--- src/rtl/timer_pkg.sv ---
// Definitions shared by the timer register block and the bus master that polls it.
package timer_pkg;

  localparam logic [1:0] ADDR_COUNT  = 2'd0;
  localparam logic [1:0] ADDR_MODE   = 2'd1;
  localparam logic [1:0] ADDR_RELOAD = 2'd2;
  localparam logic [1:0] ADDR_STATUS = 2'd3;

  // Bit of the status register that carries the finish flag.
  localparam int unsigned STATUS_FLAG_BIT = 0;

  typedef enum logic [1:0] {
    MODE_STOP = 2'd0,
    MODE_UP   = 2'd1,
    MODE_DOWN = 2'd2,
    MODE_AUTO = 2'd3
  } mode_t;

  typedef enum logic [2:0] {
    ST_IDLE = 3'd0,
    ST_CHK  = 3'd1,
    ST_SNAP = 3'd2,
    ST_CLR  = 3'd3,
    ST_CMD  = 3'd4
  } poll_state_t;

  typedef enum logic {
    SRC_POLL = 1'b0,
    SRC_CMD  = 1'b1
  } src_t;

  function automatic logic busy(input poll_state_t s);
    return s != ST_IDLE;
  endfunction

endpackage

--- src/rtl/timer_irq_poller.sv ---
// Timer bus master: forwards host commands, polls the finish flag, snapshots the
// counter on each finish and raises a sticky, maskable interrupt.
module timer_irq_poller
  import timer_pkg::*;
#(
  parameter int unsigned COUNTER_WIDTH = 32,
  parameter int unsigned POLL_INTERVAL = 16,
  parameter int unsigned IRQ_CNT_W     = 8
) (
  input  logic                     clk,
  input  logic                     rst,
  input  logic                     timer_run,
  input  logic                     cmd_valid,
  output logic                     cmd_ready,
  input  logic                     cmd_we,
  input  logic [1:0]               cmd_addr,
  input  logic [COUNTER_WIDTH-1:0] cmd_data,
  output logic                     rsp_valid,
  output logic [COUNTER_WIDTH-1:0] rsp_data,
  input  logic                     irq_en,
  input  logic                     irq_ack,
  output logic                     irq,
  output logic [IRQ_CNT_W-1:0]     irq_count,
  output logic [COUNTER_WIDTH-1:0] snapshot,
  output logic                     t_en,
  output logic                     t_we,
  output logic                     t_re,
  output logic [1:0]               t_addr,
  output logic [COUNTER_WIDTH-1:0] t_load,
  input  logic [COUNTER_WIDTH-1:0] t_rdata
);

  localparam logic [15:0]          POLL_LAST = 16'(POLL_INTERVAL - 1);
  localparam logic [IRQ_CNT_W-1:0] CNT_ONE   = IRQ_CNT_W'(1);

  poll_state_t              state_q, state_d;
  src_t                     src_q, src_d;
  logic [15:0]              poll_cnt_q, poll_cnt_d;
  logic                     cmd_we_q, cmd_we_d;
  logic [1:0]               cmd_addr_q, cmd_addr_d;
  logic [COUNTER_WIDTH-1:0] cmd_data_q, cmd_data_d;
  logic [COUNTER_WIDTH-1:0] rsp_data_q, rsp_data_d;
  logic                     rsp_valid_q, rsp_valid_d;
  logic                     irq_pending_q, irq_pending_d;
  logic [IRQ_CNT_W-1:0]     irq_count_q, irq_count_d;
  logic [COUNTER_WIDTH-1:0] snapshot_q, snapshot_d;
  logic                     event_set;

  always_comb begin
    state_d       = state_q;
    src_d         = src_q;
    poll_cnt_d    = poll_cnt_q;
    cmd_we_d      = cmd_we_q;
    cmd_addr_d    = cmd_addr_q;
    cmd_data_d    = cmd_data_q;
    rsp_data_d    = rsp_data_q;
    rsp_valid_d   = 1'b0;
    irq_pending_d = irq_pending_q;
    irq_count_d   = irq_count_q;
    snapshot_d    = snapshot_q;
    event_set     = 1'b0;

    unique case (state_q)
      ST_IDLE: begin
        // The counter parks at its last value so a poll deferred by a host
        // command is taken on the first free IDLE cycle.
        if (timer_run && (poll_cnt_q != POLL_LAST)) begin
          poll_cnt_d = poll_cnt_q + 16'd1;
        end
        if (cmd_valid) begin
          cmd_we_d   = cmd_we;
          cmd_addr_d = cmd_addr;
          cmd_data_d = cmd_data;
          if (cmd_we) begin
            state_d    = ST_CHK;
            src_d      = SRC_CMD;
            poll_cnt_d = '0;
          end else begin
            state_d = ST_CMD;
          end
        end else if (timer_run && (poll_cnt_q == POLL_LAST)) begin
          state_d    = ST_CHK;
          src_d      = SRC_POLL;
          poll_cnt_d = '0;
        end
      end
      ST_CHK: begin
        if (t_rdata[STATUS_FLAG_BIT]) begin
          state_d = ST_SNAP;
        end else if (src_q == SRC_CMD) begin
          state_d = ST_CMD;
        end else begin
          state_d = ST_IDLE;
        end
      end
      ST_SNAP: begin
        snapshot_d = t_rdata;
        event_set  = 1'b1;
        // A pending host write clears the flag itself, so no CLR is needed.
        state_d    = (src_q == SRC_CMD) ? ST_CMD : ST_CLR;
      end
      ST_CLR: begin
        state_d = ST_IDLE;
      end
      ST_CMD: begin
        if (!cmd_we_q) begin
          rsp_data_d  = t_rdata;
          rsp_valid_d = 1'b1;
        end
        state_d = ST_IDLE;
      end
      default: begin
        state_d = ST_IDLE;
      end
    endcase

    if (event_set) begin
      irq_pending_d = 1'b1;
      if (irq_count_q != '1) begin
        irq_count_d = irq_count_q + CNT_ONE;
      end
    end else if (irq_ack) begin
      irq_pending_d = 1'b0;
    end
  end

  always_ff @(posedge clk or posedge rst) begin
    if (rst) begin
      state_q       <= ST_IDLE;
      src_q         <= SRC_POLL;
      poll_cnt_q    <= '0;
      cmd_we_q      <= 1'b0;
      cmd_addr_q    <= '0;
      cmd_data_q    <= '0;
      rsp_data_q    <= '0;
      rsp_valid_q   <= 1'b0;
      irq_pending_q <= 1'b0;
      irq_count_q   <= '0;
      snapshot_q    <= '0;
    end else begin
      state_q       <= state_d;
      src_q         <= src_d;
      poll_cnt_q    <= poll_cnt_d;
      cmd_we_q      <= cmd_we_d;
      cmd_addr_q    <= cmd_addr_d;
      cmd_data_q    <= cmd_data_d;
      rsp_data_q    <= rsp_data_d;
      rsp_valid_q   <= rsp_valid_d;
      irq_pending_q <= irq_pending_d;
      irq_count_q   <= irq_count_d;
      snapshot_q    <= snapshot_d;
    end
  end

  always_comb begin
    t_we   = 1'b0;
    t_re   = 1'b0;
    t_addr = ADDR_COUNT;
    t_load = '0;
    unique case (state_q)
      ST_CHK: begin
        t_re   = 1'b1;
        t_addr = ADDR_STATUS;
      end
      ST_SNAP: begin
        t_re   = 1'b1;
        t_addr = ADDR_COUNT;
      end
      ST_CLR: begin
        t_we   = 1'b1;
        t_addr = ADDR_STATUS;
      end
      ST_CMD: begin
        t_addr = cmd_addr_q;
        if (cmd_we_q) begin
          t_we   = 1'b1;
          t_load = cmd_data_q;
        end else begin
          t_re = 1'b1;
        end
      end
      default: begin
        t_we = 1'b0;
      end
    endcase
  end

  assign t_en      = ~rst & (timer_run | busy(state_q));
  assign cmd_ready = ~rst & (state_q == ST_IDLE);
  assign rsp_valid = rsp_valid_q;
  assign rsp_data  = rsp_data_q;
  assign irq       = irq_pending_q & irq_en;
  assign irq_count = irq_count_q;
  assign snapshot  = snapshot_q;

endmodule

--- config.mk ---
export PLATFORM = sky130hd
export DESIGN_NAME = timer_irq_poller
export DESIGN_NICKNAME = d
export VERILOG_FILES = /design/src/rtl/timer_pkg.sv /design/src/rtl/timer_irq_poller.sv
export SDC_FILE = /design/constraint.sdc
export NUM_CORES = 1
export LEC_CHECK = 0
export ABC_CLOCK_PERIOD_IN_PS = 11320
export BUFFER_PORTS_ARGS = -buffer_cell sky130_fd_sc_hd__buf_2
export CAP_MARGIN = 15
export CORE_MARGIN = 2
export CORE_UTILIZATION = 54
export DETAILED_ROUTE_END_ITERATION = 6
export GPL_ROUTABILITY_DRIVEN = 0
export PLACE_DENSITY_LB_ADDON = 0.08
export SETUP_SLACK_MARGIN = 0.3
export SLEW_MARGIN = 10
export SYNTH_ARGS = -nofsm -noshare
export SYNTH_HDL_FRONTEND = slang
export SYNTH_SLANG_ARGS = --single-unit
--- constraint.sdc ---
create_clock -name clk -period 11.32 [get_ports clk]
set_input_delay 1.132 -clock clk [delete_from_list [all_inputs] [get_ports clk]]
set_output_delay 1.132 -clock clk [all_outputs]
set_load 0.02 [all_outputs]
**After elaboration in Yosys (flattened, before gate mapping)**

Index checks and enable logic that the tools add are counted.

- Bitwise gates (word level): 6
- Muxes and demuxes: 25
- Reductions and logical operators: 12
- $add $sub $neg: 2
- Eq/ne operators: 9

Operators by type and width:

| kind | count |
|---|---|
| two-way mux 16 bit | 4 |
| two-way mux 32 bit | 2 |
| two-way mux 3 bit | 6 |
| adder 16 x 1 -> 16 bit, second input constant | 1 |
| equality test 16 x 4 -> 1 bit, second input constant | 1 |
| inequality test 16 x 4 -> 1 bit, second input constant | 1 |
| two-way mux 1 bit | 9 |
| one-hot mux 3 bit (3 select lines) | 1 |
| adder 8 x 1 -> 8 bit, second input constant | 1 |
| inequality test 8 bit, second input constant | 1 |
| equality test 3 x 2 -> 1 bit, second input constant | 2 |
| AND reduction 2 bit | 3 |
| one-hot mux 1 bit (2 select lines) | 2 |
| one-hot mux 2 bit (2 select lines) | 1 |
| nonzero test 2 bit | 2 |
| OR reduction 2 bit | 2 |
| AND 1 bit | 3 |
| equality test 3 x 1 -> 1 bit, second input constant | 1 |
| equality test 3 bit, second input constant | 1 |
| logical NOT 3 bit | 1 |
| inequality test 3 bit, second input constant | 1 |
| AND reduction 3 bit | 1 |
| nonzero test 3 bit | 1 |
| logical AND 1 bit | 2 |
| 3 further kinds | 4 |

- Bits in registers: 129
- Word-level logic and storage cells: 65

**Depth between registers and ports, before layout**

Gate-level depths: netlist of the first run.

- Depth in word-level cells: 5
- Gate-level depth with buffers: 8

**Worst setup path after synthesis of the first run**

OpenSTA, ideal clock, no wires.

- Path kind: input to output
- Start: in timer_run
- End: out t_en
- Arrival: 1.587 ns
- Data required time: 10.188 ns
- Slack: 8.601 ns
- Stages: 3
- Path buffers: 1
- Cells stage by stage: buf_4 > nor2_1 > nor2_1

- Word-level cells in the longest chain between the ends: 2

Ends and longest elaborated chain:

| element | RTL line | RTL |
|---|---|---|
| start: declaration | timer_irq_poller.sv:12 | `input logic timer_run,` |
| OR 1 bit | timer_irq_poller.sv:188 | `assign t_en = ~rst & (timer_run \| busy(state_q));` |
| AND 1 bit | timer_irq_poller.sv:188 |  |
| end: declaration | timer_irq_poller.sv:25 | `output logic t_en,` |

Every way passes these cells.

**Worst setup path after layout of the first run**

- Start: reg state_q[1]
- End: out t_load[5]

- Word-level cells in the longest chain between the ends: 2

Ends and longest elaborated chain:

| element | RTL line | RTL |
|---|---|---|
| start: declaration | timer_irq_poller.sv:36 | `poll_state_t state_q, state_d;` |
| start signal: assignment | timer_irq_poller.sv:141 | `state_q <= state_d;` |
| equality test 3 bit | timer_irq_poller.sv:160 | `unique case (state_q)` |
| two-way mux 32 bit | timer_irq_poller.sv:160 |  |
| end: declaration | timer_irq_poller.sv:29 | `output logic [COUNTER_WIDTH-1:0] t_load,` |

Every way passes these cells.

==> results by group, run 1 <==
Synth
  – Seq cells post-synth: 129
  – Mux cell area share after synthesis: 0.138
  – Yosys warns: 0
  – Largest family of logic cells by synthesized area: simple AND/OR/NAND/NOR gates
  – Avg Cell Area, Syn: 11.4 sq um
  – Complex-gate fraction of the synthesized area: 0.0203
  – Simple logic cell fraction of the synthesized area: 0.188
  – Synth Cell Area: 0.00548 sq mm
  – Mapped Cells: 482
  – Post-synth cell types: 39
  – Synth Area in Adders: 0.00456
  – Number of synthesized flops with an enable pin: 0
  – Sequential-to-total area share from yosys stat: 0.589
  – Synth Flop Type: dfrtp_1
  – Post-synth ARST share: 1.00
  – Post-Synth XOR/XNOR Area: 0.0335
  – Mapped Nets: 557

GRT
  – Antenna violations before repair: 0
  – GRT Util Overall: 0.240
  – First-pass GRT wire length: 21000 microns
  – Grt ovf: 0
  – Pin count of the biggest net entering global routing: 68
  – Vias in the first global route: 4297

Route
  – DR WL met3: 885 microns
  – Wire per inst: 15.1 microns
  – Drt pass-1 iters: 4
  – WL final: 12300 microns
  – Via count: 4165
  – Drt initial violations: 164
  – Final ANT Viol Nets: 0
  – Via density: 5.13
  – Highest metal used: met4
  – Met2 wire len: 6110 microns
  – Wl on met1: 5050 microns
  – Residual DRC: 0

Floorplan
  – Io pins: 185
  – Die width: 105 microns
  – Core area: 0.00982 sq mm
  – Die area: 0.0110 sq mm
  – Initial Util: 0.558
  – Rows: 36
  – Die height: 105 microns

Worst setup path
  – Required time worst endpoint: 10190 ps
  – Crit-path max cell delay: 760 ps
  – Setup crit start kind: flop
  – Worst-path cell chain: nor2_1 -> and3_1 -> and2_1 -> buf_2
  – CP Max Fanout: 33
  – WP buf/inv: 1
  – Reg2reg end: rsp_data[25]
  – Crit-path leading delay family: simple AND/OR/NAND/NOR gates
  – R2r startpoint: state_q[1]
  – WS Path Type: reg2out
  – Max stage delay cell, worst path: and3_1
  – R2R cell count: 4
  – CP endpoint kind: output port
  – R2R Setup Slk: 9100 ps
  – Arr. time, crit path: 2450 ps

Place
  – Area after DPL: 0.00649 sq mm
  – Number of port buffers: 184
  – Post-DP HPWL: 8580 microns

STA
  – Final Hold Viols: 0
  – Worst-Margin Slew: 957 ps
  – Fmax: 279 MHz
  – Max Clock Skew: 8.68 ps
  – Fin crit period: 3590 ps
  – RSZ-0062 raised after global routing: false
  – Slew headroom: 0.361
  – Fin crit share: 0.317
  – TNS Setup: 0 ps
  – Final Setup Violations: 0
  – Pins Over Slew Limit: 0

Clocking
  – Resized cells post-CTS: 0
  – H-tree levels: 4
  – CTS root buf: clkbuf_8
  – Clk_lat worst skew: 520 ps
  – CTS tree: built
  – Clock transition at the registers of the reported paths: 60 ps
  – Hold Buf Count CTS: 0
  – Bufs on Longest Clock Path: 2
  – Post-CTS Setup Inserts: 0
  – Clock Sink Count: 129
  – Num CTS Buffers: 17

Cells and area
  – Ant diodes: 0
  – Final instance area: 0.00712 sq mm
  – Final Core Density: 0.726
  – Most frequent cells in the layout: buf_2 (184), dfrtp_1 (129), nand2_1 (110), mux2_2 (67), and2_1 (36)
  – Post-layout nets: 741
  – Synth-to-Final Area Change: 29.9%
  – Most common cell after layout, fill and taps aside: buf_2
  – Share of cells above drive strength 1: 0.440

Power
  – Pwr Total: 2180 uW
  – Leak: 0.00365 uW
  – VDD IR max: 179 uV
  – Power Density: 306 mW/mm^2

Hold path
  – Hold path start: snapshot[29]
  – Worst hold path depth: 2
  – Min-Delay Endpoint: snapshot[29]
  – Hold crit path type: reg2reg

Run status
  – Status: completed

Run
  – Max Cap Viol: 0
## metrics by stage
step / setup slack [ps] / cells / hold slack (ps)
2_1_floorplan: 6750 / 482 / 441
4_1_cts: 7700 / 812 / 471
5_1_grt: 7550 / 812 / 495
3_5_place_dp: 8250 / 780 / 456
3_3_place_gp: 8440 / 780 / 453
6_report: 7730 / 812 / 466
## area by class of cell
class / instances / area (sq um)
Timing Repair Buffer: 188 / 951
Multi-Input combinational cell: 324 / 2120
Clock buffer: 20 / 455
Tap cell: 133 / 166
Clock inverter: 12 / 179
Fill cell: 722 / 2700
Sequential cell: 129 / 3230
Inverter: 6 / 25.0
## state kept, by name, summed over array words and instances (netlist names)
| name | cells |
|---|---|
| poll_cnt_q | 16 |
| state_q | 3 |
| cmd_data_q | 32 |
| irq_count | 8 |
| src_q | 1 |
| rsp_valid | 1 |
| cmd_we_q | 1 |
| cmd_addr_q | 2 |
| rsp_data | 32 |
| snapshot | 32 |
| irq_pending_q | 1 |
## worst min-delay path, stage by stage, from the launching register on
cell	delay, ps
dfrtp_1	330
nand2_1	50
nand2_1	50
## report_power, final
group | switching, uW | internal [uW]
clock network | 202 | 376
logic | 479 | 330
registers | 124 | 668
total | 806 | 1370
## layer usage
layer,vias up,track usage
met2,142,0.392
met3,22,0.0767
met5,-,0
li1,1971,-
met1,2030,0.303
met4,0,0.0800
## synthesized netlist by cell type, types with 2 or more instances
cell	instances	area, sq um
dfrtp_1	129	3230
nor2_1	27	101
and2_2	2	15.0
buf_6	3	33.8
nor3_1	3	15.0
a31o_2	2	17.5
o21ai_0	3	15.0
inv_1	6	22.5
nor3b_1	2	15.0
nor4_1	3	18.8
a21oi_1	2	10.0
and3_1	5	31.3
xnor2_1	4	35.0
nand3_1	11	55.1
and2_1	36	225
xor2_1	17	149
nand4_1	13	81.3
clkbuf_1	11	41.3
mux2_2	67	754
nand2_1	110	413
ha_1	2	25.0
buf_2	7	35.0
## how the worst max path moves through the flow
stage                    end  startpoint  depth (start not counted)
6_report           t_load[5]  state_q[1]                          4
5_1_grt           t_load[20]  state_q[1]                          4
4_1_cts           t_load[20]  state_q[1]                          4
3_5_place_dp      t_load[20]  state_q[1]                          4
3_3_place_gp      t_load[29]  state_q[1]                          4
2_1_floorplan  cmd_addr_q[0]         rst                          1
## cells by family (layout without fill, tap and decap cells)
group	Yosys count	count (layout)
flip-flops	129	129
XOR/XNOR	21	21
AND/OR/NAND/NOR	219	219
buffers and inverters	29	226
adder cells (fa/ha/maj)	2	2
AO/OA/AOI/OAI	15	15
multiplexers	67	67
Note: power is estimated with default switching activity, not from simulation.
==> inputs of run 2 (changes only) <==
- ABC_AREA: unset -> 1
- ABC_CLOCK_PERIOD_IN_PS: 11320 -> 3630
- CORE_UTILIZATION: 54 -> 51
- clock period: 11.32 -> 3.63 ns (I/O delays scaled with it)
==> run 2 against run 1 <==
Effect of this change: synthesized area grew 6.1%; largest cell class unchanged; via count rose by 27%; sequential power increased to 3.1 times the previous value; synthesized cell count up 51%; critical path type unchanged.
==> results by group, run 2 <==
Cells and area
  – Share of cells above drive strength 1: 0.255
  – Synth-to-Final Area Change: 27.5%
  – Post-layout nets: 979
  – Most frequent cells in the layout: nand2_1 (276), buf_2 (184), dfrtp_1 (129), nor2_1 (76), o21ai_0 (68)
  – Final instance area: 0.00742 sq mm
  – Most common cell after layout, fill and taps aside: nand2_1
  – Fillers: 938
  – Ant diodes: 0

Synth
  – Synth Cell Area: 0.00582 sq mm
  – Sequential-to-total area share from yosys stat: 0.555
  – Avg Cell Area, Syn: 8.00 sq um
  – Yosys warns: 0
  – Mapped Nets: 802
  – Number of synthesized flops with an enable pin: 0
  – Mapped Cells: 727
  – Post-synth top area cell: dfrtp_1
  – Synth Flop Type: dfrtp_1
  – Top cells by area, synth: dfrtp_1 (55%), nand2_1 (18%), o21ai_0 (5.9%), nor2_1 (4.9%), inv_1 (4.3%)
  – Post-synth ARST share: 1.00
  – Commonest cells post-synth: nand2_1 (276), dfrtp_1 (129), nor2_1 (76)
  – Post-synth cell types: 30
  – Synth top area share: 0.555
  – Seq cells post-synth: 129
  – Top-count cell post-synth: nand2_1

Clocking
  – Num CTS Buffers: 17
  – H-tree levels: 4
  – Clock Sink Count: 129
  – CTS root buf: clkbuf_16
  – Bufs on Longest Clock Path: 2
  – Resized cells post-CTS: 0
  – Clk_lat worst skew: 410 ps
  – Clock transition at the registers of the reported paths: 60 ps
  – CTS tree: built
  – Post-CTS Setup Inserts: 0
  – Hold Buf Count CTS: 0

Worst setup path
  – CP Max Fanout: 35
  – R2R Setup Slk: 1320 ps
  – Required time worst endpoint: 3270 ps
  – Setup crit start kind: flop
  – Arr. time, crit path: 2050 ps
  – CP endpoint kind: output port
  – WS Path Type: reg2out
  – R2R cell count: 7
  – Reg2reg end: poll_cnt_q[15]
  – R2r startpoint: state_q[1]

Hold path
  – Worst hold path depth: 2
  – Min-Delay Endpoint: irq_pending_q
  – Hold path start: irq_ack
  – Hold crit path type: in2reg

Power
  – Leak: 0.00408 uW
  – Power Density: 902 mW/mm^2
  – VDD IR max: 508 uV

STA
  – TNS Setup: 0 ps
  – Pins Over Slew Limit: 0
  – Slew headroom: 0.221
  – Fin crit share: 0.666
  – Final Setup Violations: 0
  – Max Clock Skew: 9.03 ps
  – Fmax: 414 MHz
  – RSZ-0062 raised after global routing: false
  – Fin crit period: 2420 ps
  – Worst-Margin Slew: 1170 ps
  – Final Hold Viols: 0

GRT
  – Antenna violations before repair: 0
  – GR peak layer: met2
  – M3 GR Usage: 0.0765
  – Vias in the first global route: 5070
  – Met1 Use GR: 0.305
  – GRT Util Overall: 0.237
  – Routing usage on met2: 0.383
  – Grt ovf: 0
  – First-pass GRT wire length: 23800 microns
  – Pin count of the biggest net entering global routing: 130

Floorplan
  – Die height: 111 microns
  – Initial Util: 0.530
  – Die area: 0.0123 sq mm
  – Io pins: 185
  – Core area: 0.0110 sq mm
  – Rows: 38
  – Die width: 111 microns

Route
  – Final ANT Viol Nets: 0
  – Via count: 5270
  – Drt initial violations: 540
  – Via density: 4.99
  – Residual DRC: 0
  – Wire per inst: 13.4 microns
  – Drt pass-1 iters: 5
  – WL final: 14200 microns

Run status
  – Status: completed

Place
  – Post-DP HPWL: 9670 microns
  – Area after DPL: 0.00680 sq mm
  – Number of port buffers: 184

Run
  – Max Cap Viol: 0
run 2: cell types whose count changed after synthesis, moves of 36 or more:
| cell | before | now |
|---|---|---|
| nand2_1 | 110 | 276 |
| mux2_2 | 67 | 0 |
| o21ai_0 | 3 | 68 |
| inv_1 | 6 | 66 |
| nor2_1 | 27 | 76 |
| and2_1 | 36 | 0 |
run 2: stage by stage:
step	power (uW)	cells	hold WS, ps	setup WS [ps]	util
CTS	6740	1057	120	1200	0.675
global placement	4880	1025	454	1360	0.620
finish	6690	1057	138	1210	0.675
detailed placement	4970	1025	459	1310	0.620
global route	7140	1057	142	1040	0.675
floorplan	4150	727	442	664	-
run 2: cell families after synthesis:
kind of cell	synth area share
buf+inv	0.0718
compound gates	0.0826
fa+ha+maj	0.00430
flops	0.555
simple gates	0.276
xor+xnor	0.0105
run 2: report_power, final:
group	switching [uW]	internal, uW
logic	1680	779
clock network	620	1120
registers	430	2060
total	2730	3960
run 2: final cells by class:
| cell class | count | area, sq um | share of cell area |
|---|---|---|---|
| clock buffer | 20 | 457 | 0.0616 |
| clock inverter | 12 | 156 | 0.0211 |
| inverter | 71 | 274 | 0.0369 |
| multi-input combinational | 498 | 2170 | 0.293 |
| sequential | 129 | 3230 | 0.435 |
| tap | 140 | 175 | 0.0236 |
| timing repair buffer | 187 | 956 | 0.129 |
run 2: per-layer routing:
| layer | wire length (microns) | share of wire | vias up |
|---|---|---|---|
| li1 | - | - | 2611 |
| met5 | 0 | 0 | - |
| met2 | 6790 | 0.48 | 165 |
| met4 | 205 | 0.014 | 0 |
| met1 | 6090 | 0.43 | 2477 |
| met3 | 1090 | 0.077 | 17 |
run 2: worst max-delay path: stages (launching register included):
cell and delay [ps]:
dfrtp_1 1110, nand2_1 200, nor2_1 150, buf_2 180
run 2: worst max-delay path by stage:
stage | cells past startpoint | slack (ps) | startpoint | end
detailed placement | 7 | 1310 | state_q[1] | poll_cnt_q[15]
floorplan | 3 | 660 | rst | t_en
CTS | 3 | 1200 | cmd_we_q | t_load[19]
global route | 7 | 1040 | state_q[2] | poll_cnt_q[15]
global placement | 7 | 1360 | state_q[1] | poll_cnt_q[15]
finish | 3 | 1210 | cmd_we_q | t_load[17]
==> inputs of run 3 (changes only) <==
- ABC_AREA: 1 -> 0
- ABC_CLOCK_PERIOD_IN_PS: 3630 -> 2280
- CORE_UTILIZATION: 51 -> 50
- clock period: 3.63 -> 2.28 ns (I/O delays scaled with it)
==> run 3 against run 2 <==
Effect of this change: sequential power increased by 59%; clock power grew 62%; via count decreased by 11%.
==> results by group, run 3 (same netlist as run 1, synthesis figures left out) <==
Route
  – Via density: 5.18
  – Residual DRC: 0
  – Final ANT Viol Nets: 0
  – Drt initial violations: 217
  – Via count: 4700
  – Wire per inst: 17.1 microns
  – Drt pass-1 iters: 4
  – WL final: 15600 microns

Cells and area
  – Fillers: 654
  – Most frequent cells in the layout: buf_2 (148), dfrtp_1 (128), nand2_1 (110), dlygate4sd3_1 (69), mux2_2 (67)
  – Post-Layout Cell Count: 907
  – Most common cell after layout, fill and taps aside: buf_2
  – Share of cells above drive strength 1: 0.471
  – Synth-to-Final Area Change: 55.3%
  – Ant diodes: 0
  – Post-layout nets: 831

Place
  – Pre-CTS setup slack: 298 ps
  – Post-DP HPWL: 8560 microns
  – Post-placement cell count: 794
  – Number of port buffers: 184

STA
  – RSZ-0062 raised after global routing: true
  – Fmax: 476 MHz
  – Max Clock Skew: 6.54 ps
  – Slew headroom: 0.704
  – Fin crit period: 2100 ps
  – Hold_ws: 92.4 ps
  – Final Hold Viols: 0
  – Post-route setup slack: 177 ps
  – TNS Setup: 0 ps
  – Fin crit share: 0.922
  – Final Setup Violations: 0
  – Worst-Margin Slew: 444 ps
  – Pins Over Slew Limit: 0

Floorplan
  – Die width: 109 microns
  – Core area: 0.0108 sq mm
  – Rows: 38
  – Io pins: 185
  – Initial Util: 0.508
  – Die area: 0.0118 sq mm
  – Die height: 109 microns

Worst setup path
  – R2r startpoint: poll_cnt_q[4]
  – CP Max Fanout: 8
  – Required time worst endpoint: 2050 ps
  – Arr. time, crit path: 1870 ps
  – WS Path Type: reg2out
  – CP endpoint kind: output port
  – R2R Setup Slk: 340 ps
  – Reg2reg end: state_q[0]
  – R2R cell count: 5
  – Setup crit start kind: flop

Clocking
  – Clock Sink Count: 129
  – H-tree levels: 4
  – Num CTS Buffers: 17
  – Clk_lat worst skew: 520 ps
  – CTS tree: built
  – CTS root buf: clkbuf_8
  – Clock transition at the registers of the reported paths: 60 ps
  – Bufs on Longest Clock Path: 2

Hold path
  – Hold crit path type: in2reg
  – Worst hold path depth: 3
  – Min-Delay Endpoint: poll_cnt_q[1]
  – Hold path start: timer_run

GRT
  – First-pass GRT wire length: 24100 microns
  – Vias in the first global route: 4876
  – Antenna violations before repair: 0
  – Grt ovf: 0
  – Pin count of the biggest net entering global routing: 75
  – GRT Util Overall: 0.270

Power
  – Leak: 0.00416 uW
  – Power Density: 1380 mW/mm^2
  – VDD IR max: 812 uV

Run status
  – Status: completed

Run
  – Max Cap Viol: 0
run 3: cell types whose count changed in the layout (fill, tap and decap cells not counted), sizes merged, moves of 4 or more:
cell         previous run  this run
nand2                 278       110
o21ai                  79         4
dlygate4sd3             0        69
mux2                    0        67
inv                    71         6
nor2                   82        28
and2                    0        38
buf                   187       208
nand3                  25        11
xor2                    4        17
and3                    0         6
nand4                   8        13
a21oi                   6         2
run 3: per-stage QoR:
step	util	total power (uW)	cell area (sq um)
floorplan	-	6710	5490
CTS	0.777	11500	8380
detailed placement	0.612	8110	6600
global route	0.789	12400	8520
global placement	0.612	7980	6600
finish	0.789	11700	8520
run 3: metal layers:
layer / up-vias / share of wire / track usage
met2: 167 / 0.52 / 0.465
met3: 30 / 0.053 / 0.0711
met4: 0 / 0.023 / 0.115
met5: - / 0 / 0
li1: 2159 / - / -
met1: 2344 / 0.40 / 0.319
run 3: repair_timing:
action	CTS	global route
hold endpoints to repair	230	0
gates cloned	3	1
resized for setup	112	22
setup endpoints to repair	56	74
pin swaps	17	10
hold buffers	69	0
buffers inserted	8	2
run 3: layout make-up:
cell class,count,area (sq um),area share
Multi-Input combinational cell,324,2290,0.269
Timing Repair Buffer,278,2180,0.256
Inverter,6,26.3,0.00309
Clock buffer,18,428,0.0502
Tap cell,140,175,0.0206
Sequential cell,129,3230,0.379
Clock inverter,12,185,0.0217
run 3: where the power goes:
| part | internal [uW] | total [uW] | switching [uW] | leakage, uW |
|---|---|---|---|---|
| registers | 3320 | 3950 | 623 | 0.00158 |
| logic | 2240 | 4950 | 2710 | 0.00229 |
| clock network | 1800 | 2820 | 1020 | 0.000286 |
run 3: critical path, cell delays in order (launching register included):
cell and delay, ps:
dfrtp_1 390, buf_6 130, nor2_4 80, and3_4 230, buf_4 130, buf_16 120
and2_1 150, buf_6 120
run 3: worst max path at each step:
stage | from | end | slack (ps) | depth (start not counted)
global placement | poll_cnt_q[0] | poll_cnt_q[15] | 340 | 6
global route | state_q[1] | t_load[28] | 120 | 7
finish | state_q[1] | t_load[28] | 180 | 7
floorplan | poll_cnt_q[0] | poll_cnt_q[15] | 430 | 6
CTS | state_q[1] | t_load[7] | 210 | 7
detailed placement | poll_cnt_q[0] | poll_cnt_q[15] | 300 | 6
